File: src/rtl/sound_pkg.sv
// sound_pkg: shared types, tune table and helpers for the sound arbiter.
//   state_t     : arbiter FSM states (IDLE, PLAY, DONE)
//   tune_id_t   : tune / requester index
//   TUNE_TABLE  : per-tune note frequencies in Hz, 0 = timed rest
//   highest_req : index of the highest set request bit (fixed priority)
package sound_pkg;

  localparam int TUNE_COUNT = 4;
  localparam int TUNE_LEN   = 3;
  localparam int ID_W       = $clog2(TUNE_COUNT);

  typedef enum logic [1:0] {
    IDLE = 2'd0,
    PLAY = 2'd1,
    DONE = 2'd2
  } state_t;

  typedef logic [ID_W-1:0] tune_id_t;

  // ID0 food, ID1 start, ID2 level up, ID3 game over.
  localparam logic [31:0] TUNE_TABLE [TUNE_COUNT][TUNE_LEN] = '{
    '{32'd262, 32'd349, 32'd491},
    '{32'd262, 32'd330, 32'd392},
    '{32'd392, 32'd491, 32'd523},
    '{32'd491, 32'd349, 32'd262}
  };

  // Higher index wins, so the last set bit found in an upward scan is kept.
  function automatic tune_id_t highest_req(input logic [TUNE_COUNT-1:0] bits);
    tune_id_t id;
    id = '0;
    for (int i = 0; i < TUNE_COUNT; i++) begin
      if (bits[i]) id = tune_id_t'(i);
    end
    return id;
  endfunction

endpackage

File: src/rtl/sound_arbiter_note_timer.sv
// note_timer: note-duration counter.
//   clk, reset_n : clock, async active-low reset
//   start        : clears the counter to 0 (new tune begins)
//   en           : count enable (high while a tune plays)
//   tick         : one-cycle pulse when the counter sits at NOTE_CYCLES-1;
//                  the counter wraps to 0 on that same edge
module note_timer #(
  parameter int NOTE_CYCLES = 3_000_000,
  parameter int CNT_W       = 32
) (
  input  logic clk,
  input  logic reset_n,
  input  logic start,
  input  logic en,
  output logic tick
);

  localparam logic [CNT_W-1:0] LAST = CNT_W'(NOTE_CYCLES - 1);

  logic [CNT_W-1:0] cnt;

  // start overrides a coincident tick: a freshly started note is never expiring.
  assign tick = en && !start && (cnt == LAST);

  always_ff @(posedge clk or negedge reset_n) begin
    if (!reset_n) begin
      cnt <= '0;
    end else if (start) begin
      cnt <= '0;
    end else if (en) begin
      cnt <= (cnt == LAST) ? '0 : cnt + 1'b1;
    end
  end

endmodule

File: src/rtl/sound_arbiter.sv
// sound_arbiter: shares the speaker tone generator between game sound events.
// One-cycle requests are latched into a pending vector, the highest pending
// index is granted, and that tune's notes are played from TUNE_TABLE.
//   clk, reset_n : clock, async active-low reset
//   req          : one-cycle event pulses, bit i requests tune i
//   mute         : forces freq to 0 without disturbing sequencing
//   freq         : note frequency in Hz, 0 = silent
//   busy         : high while a tune plays
//   active_id    : playing tune ID, 0 when idle
//   done         : one-cycle pulse after the last note of a tune
// Build option: define SOUND_ARB_PREEMPT_EN to let a higher pending request
// abort the playing tune (no done pulse, aborted tune is not re-queued).
// Without it every tune plays to completion.
module sound_arbiter
  import sound_pkg::*;
#(
  parameter int NUM_REQ        = 4,
  parameter int NOTES_PER_TUNE = 3,
  parameter int NOTE_CYCLES    = 3_000_000,
  parameter int CNT_W          = 32
) (
  input  logic                       clk,
  input  logic                       reset_n,
  input  logic [NUM_REQ-1:0]         req,
  input  logic                       mute,
  output logic [31:0]                freq,
  output logic                       busy,
  output logic [$clog2(NUM_REQ)-1:0] active_id,
  output logic                       done
);

  localparam int NI_W = $clog2(NOTES_PER_TUNE);
  localparam logic [NI_W-1:0] LAST_NOTE = NI_W'(NOTES_PER_TUNE - 1);

  state_t            state, state_next;
  logic [NUM_REQ-1:0] pending;
  logic [NUM_REQ-1:0] grant_mask;
  logic [31:0]       freq_q;
  tune_id_t          active_q;
  tune_id_t          top_id;
  logic [NI_W-1:0]   note_idx;
  logic [NI_W-1:0]   note_next;
  logic              any_pending;
  logic              preempt;
  logic              grant;
  logic              tick;
  logic              last_note;
  logic              timer_en;

  assign any_pending = |pending;
  assign top_id      = highest_req(pending);
  assign last_note   = (note_idx == LAST_NOTE);
  assign note_next   = note_idx + 1'b1;

`ifdef SOUND_ARB_PREEMPT_EN
  assign preempt = (state == PLAY) && any_pending && (top_id > active_q);
`else
  assign preempt = 1'b0;
`endif

  // Arbitration only looks at registered pending bits, never at raw req.
  assign grant      = ((state == IDLE) && any_pending) || preempt;
  assign grant_mask = grant ? (NUM_REQ'(1) << top_id) : '0;

  note_timer #(
    .NOTE_CYCLES (NOTE_CYCLES),
    .CNT_W       (CNT_W)
  ) u_note_timer (
    .clk     (clk),
    .reset_n (reset_n),
    .start   (grant),
    .en      (timer_en),
    .tick    (tick)
  );

  // State register.
  always_ff @(posedge clk or negedge reset_n) begin
    if (!reset_n) state <= IDLE;
    else          state <= state_next;
  end

  // Next-state logic.
  always_comb begin
    state_next = state;
    case (state)
      IDLE:    if (any_pending) state_next = PLAY;
      PLAY: begin
        if (preempt)                state_next = PLAY;
        else if (tick && last_note) state_next = DONE;
      end
      DONE:    state_next = IDLE;
      default: state_next = IDLE;
    endcase
  end

  // State-decoded outputs.
  always_comb begin
    busy     = 1'b0;
    done     = 1'b0;
    timer_en = 1'b0;
    case (state)
      PLAY: begin
        busy     = 1'b1;
        timer_en = 1'b1;
      end
      DONE:    done = 1'b1;
      default: ;
    endcase
  end

  // Pending latch: a req on its own grant edge re-arms the bit (set wins).
  always_ff @(posedge clk or negedge reset_n) begin
    if (!reset_n) pending <= '0;
    else          pending <= (pending & ~grant_mask) | req;
  end

  // Note sequencing and the registered frequency.
  always_ff @(posedge clk or negedge reset_n) begin
    if (!reset_n) begin
      freq_q   <= '0;
      active_q <= '0;
      note_idx <= '0;
    end else if (grant) begin
      freq_q   <= TUNE_TABLE[top_id][0];
      active_q <= top_id;
      note_idx <= '0;
    end else if ((state == PLAY) && tick) begin
      if (last_note) begin
        freq_q   <= '0;
        active_q <= '0;
        note_idx <= '0;
      end else begin
        freq_q   <= TUNE_TABLE[active_q][note_next];
        note_idx <= note_next;
      end
    end
  end

  assign freq      = freq_q & {32{~mute}};
  assign active_id = active_q;

endmodule

File: config.mk
export PLATFORM = sky130hd
export DESIGN_NAME = sound_arbiter
export DESIGN_NICKNAME = d
export VERILOG_FILES = /design/src/rtl/sound_pkg.sv /design/src/rtl/sound_arbiter_note_timer.sv /design/src/rtl/sound_arbiter.sv
export SDC_FILE = /design/constraint.sdc
export NUM_CORES = 1
export LEC_CHECK = 0
export ABC_AREA = 1
export ABC_CLOCK_PERIOD_IN_PS = 1900
export CAP_MARGIN = 25
export CORE_UTILIZATION = 40
export DETAILED_ROUTE_END_ITERATION = 10
export GPL_ROUTABILITY_DRIVEN = 1
export GPL_TIMING_DRIVEN = 0
export PLACE_DENSITY = 0.62
export SYNTH_ARGS = -nofsm -noshare
export SYNTH_HDL_FRONTEND = slang
export SYNTH_SLANG_ARGS = --single-unit
export TNS_END_PERCENT = 30
File: constraint.sdc
create_clock -name clk -period 1.9 [get_ports clk]
set_input_delay 0.19 -clock clk [delete_from_list [all_inputs] [get_ports clk]]
set_output_delay 0.19 -clock clk [all_outputs]
set_load 0.1 [all_outputs]
==> impl_metrics.toml <==
[status]
status = "complete, no violations"

[logic_synthesis]
yosysWarnings = 0
seq_area_frac_synth = 0.3654
syn_inst = 526
synth_seq_cells = 52
avgSynthCellArea_um2 = 6.770
synth_area_mm2 = 0.003561
yosysUniqueCellTypes = 30

[final_layout]
layout_common_cells = "nand2_1 (169), nor2_1 (76), inv_1 (54), nand3_1 (54), dfrtp_1 (50)"
final_cell_area_mm2 = 0.004085
multi_input_area_mm2 = 0.001928
final_common_cell = "nand2_1"
post_layout_nonfiller_instances = 685
diodes = 0
n_fill_cell = 926
nNetsFinal = 593
area_growth_pct = 14.72
drive_above_1_share = 0.1300
seq_area_mm2 = 0.001309

[routing]
drt_drc_violations_left = 0
vias = 3260
vias_per_cell = 4.759
firstDrtPassIters = 4
wl_um = 8559
drtAntennaViolNets = 0
wl_per_cell_um = 12.49
drt_iter0_drc = 144

[clock_network]
clock_path_buffers = 2
clkSinkCount = 52
cts_tree = "yes"
root_buffer = "clkbuf_8"
htree_levels = 2
cts.reportedPaths.clkPinSlew_ns = 0.11
clk_latency_ns = 0.32
numCtsBuffers = 5

[global_route]
gr-total-overflow = 0
grt_pass1_wl_um = 14810
antenna_found_initial = 0
grt_max_degree = 38
grt_pass1_vias = 3172
grt_usage = 0.2095

[power]
powerDensity_mw_per_mm2 = 556.2
leakagePower_nw = 2.035
peakVddDrop_v = 0.0002380

[setup_path]
cp-start-kind = "flip-flop"
slowest_delay_ns = 0.87
worstSetupPathType = "reg2out"
required_ns = 1.71
reg2reg_from = "u_note_timer.cnt[0]"
worstPathArrival_ns = 1.65
r2r_end = "note_idx[1]"
r2r_cells = 9
rrSetupSlack_ns = 0.07
crit_chain = "dlygate4sd2_1"
endpoint_kind = "primary output"
cp_num_buf_inv = 1
cp_slowest_cell = "dlygate4sd2_1"
cp_top_family = "buffers and inverters"
timing.critical_path.fanout_max = 8

[placement]
routabilityCongestion = 0.8669
dp_hpwl_um = 6576
placed_cell_area_mm2 = 0.003988
io_buffer_count = 19
dp.cells = 675

[floorplan]
dieArea_mm2 = 0.009283
num_rows = 34
die_width_um = 96.35
die_y_um = 96.35
core_area_mm2 = 0.008678
start_util = 0.4103
ios = 43

[timing]
worst_pin_slew_ns = 0.9594
period_share = 0.9698
finClkSkew_ns = 0.01270
fin_crit_ns = 1.843
hold_viol = 0
drv_slew = 0
setup_viol_count_final = 0
fmax_mhz = 542.7
worst_hold_slack_ns = 0.3119
relSlewSlack = 0.3629
rsz0062_at_grt = "yes"

[worst_hold_path]
hold_class = "in2async"

[flow_run]
cap_violations = 0
==> worst register-to-register path, cell delays in order (launching register included) <==
cell and delay (ns):
dfrtp_1 0.41, ha_2 0.23, nand3_2 0.13, nor2_1 0.13, nand2_1 0.13, nor2_4 0.21, nand2_4 0.10, buf_2 0.21
nand3_1 0.11, nand2_1 0.06
==> how the worst max path moves through the flow <==
stage                                    from                    to  slack [ns]  cells past startpoint
after global routing      u_note_timer.cnt[0]  u_note_timer.cnt[27]      -0.009                      9
after detailed placement             state[1]                  busy       -0.21                      4
after CTS                            state[1]                  busy       -0.03                      4
after floorplan                          mute               freq[0]        0.05                      2
final                            active_id[1]          active_id[1]        0.06                      1
after global placement                reset_n          active_id[0]       -1.36                      1
==> metal layers <==
layer	share of wire	wire length, um	vias to the layer above	track usage
li1	-	-	1694	-
met5	0	0	-	0
met3	0.039	331	24	0.03002
met4	0.037	314	0	0.1017
met1	0.46	3899	1465	0.2662
met2	0.47	4014	77	0.3481
==> power by group <==
part / switching [W] / internal, W / total [W]
logic: 0.000282 / 0.0000520 / 0.000334
registers: 0.000000000000000000200 / 0.00111 / 0.00111
clock network: 0.000401 / 0.000432 / 0.000833
total: 0.000683 / 0.00159 / 0.00227
==> flip-flops by register name (all words and copies together), names as in the netlist <==
name and count:
freq_q 10, u_note_timer.cnt 32, state 2, active_id 2, pending 4, note_idx 2
==> per-stage QoR <==
| stage | util | setup WS (ns) | TNS, ns | total power (W) |
|---|---|---|---|---|
| after floorplan | - | 0.05396 | 0 | 0.001416 |
| after global placement | 0.4578 | -1.356 | -53.24 | 0.001465 |
| after detailed placement | 0.4595 | -0.2144 | -1.015 | 0.001470 |
| after CTS | 0.4735 | -0.02711 | -0.02711 | 0.002291 |
| after global routing | 0.4707 | -0.008622 | -0.02292 | 0.002357 |
| final | 0.4707 | 0.05739 | 0 | 0.002272 |
==> logic make-up (layout without fill, tap and decap cells) <==
kind of cell | after synthesis | count (layout) | share of synthesized area
xor+xnor | 13 | 13 | 0.03197
flops | 52 | 52 | 0.3654
compound gates | 42 | 42 | 0.06922
fa+ha+maj | 10 | 10 | 0.03514
buf+inv | 87 | 117 | 0.1202
simple gates | 321 | 321 | 0.3770
other cells | 1 | 22 | 0.001053
==> synth_stat cells <==
cell | number | area share
inv_1 | 55 | 0.058
o21ai_1 | 2 | 0.0028
buf_2 | 6 | 0.0084
a21o_1 | 4 | 0.0084
xor2_1 | 7 | 0.017
nand2_4 | 2 | 0.0063
nor2_4 | 2 | 0.0063
dfrtp_1 | 52 | 0.37
nand2_2 | 1 | 0.0018
or2_2 | 1 | 0.0018
nand3_2 | 1 | 0.0028
a21oi_1 | 5 | 0.0070
conb_1 | 1 | 0.0011
o21bai_1 | 3 | 0.0063
nor2_1 | 79 | 0.083
buf_6 | 1 | 0.0032
o211ai_1 | 1 | 0.0021
ha_1 | 10 | 0.035
and2_1 | 1 | 0.0018
nand3_1 | 54 | 0.076
nor3_1 | 1 | 0.0014
nand2_1 | 169 | 0.18
o22ai_1 | 4 | 0.0070
clkbuf_1 | 2 | 0.0021
nor2_2 | 4 | 0.0070
nand4_1 | 6 | 0.011
xnor2_1 | 6 | 0.015
o21ai_0 | 20 | 0.028
buf_4 | 23 | 0.048
o21ai_2 | 3 | 0.0074
==> timing repair <==
| action | in CTS | in global routing |
|---|---|---|
| gates resized for setup | 17 | 32 |
| hold endpoints to repair | 15 | 0 |
| hold buffers | 1 | 0 |
| setup endpoints to repair | 24 | 50 |
| setup buffers | 0 | 1 |
==> cell type report <==
class,count,share of cell area
Timing Repair Buffer,22,0.03951
Sequential cell,52,0.3204
Clock inverter,2,0.009495
Clock buffer,6,0.02021
Multi-Input combinational cell,408,0.4720
Buffer,32,0.05482
Tap cell,108,0.03308
Inverter,55,0.05054
Note: power is estimated with default switching activity, not from simulation.
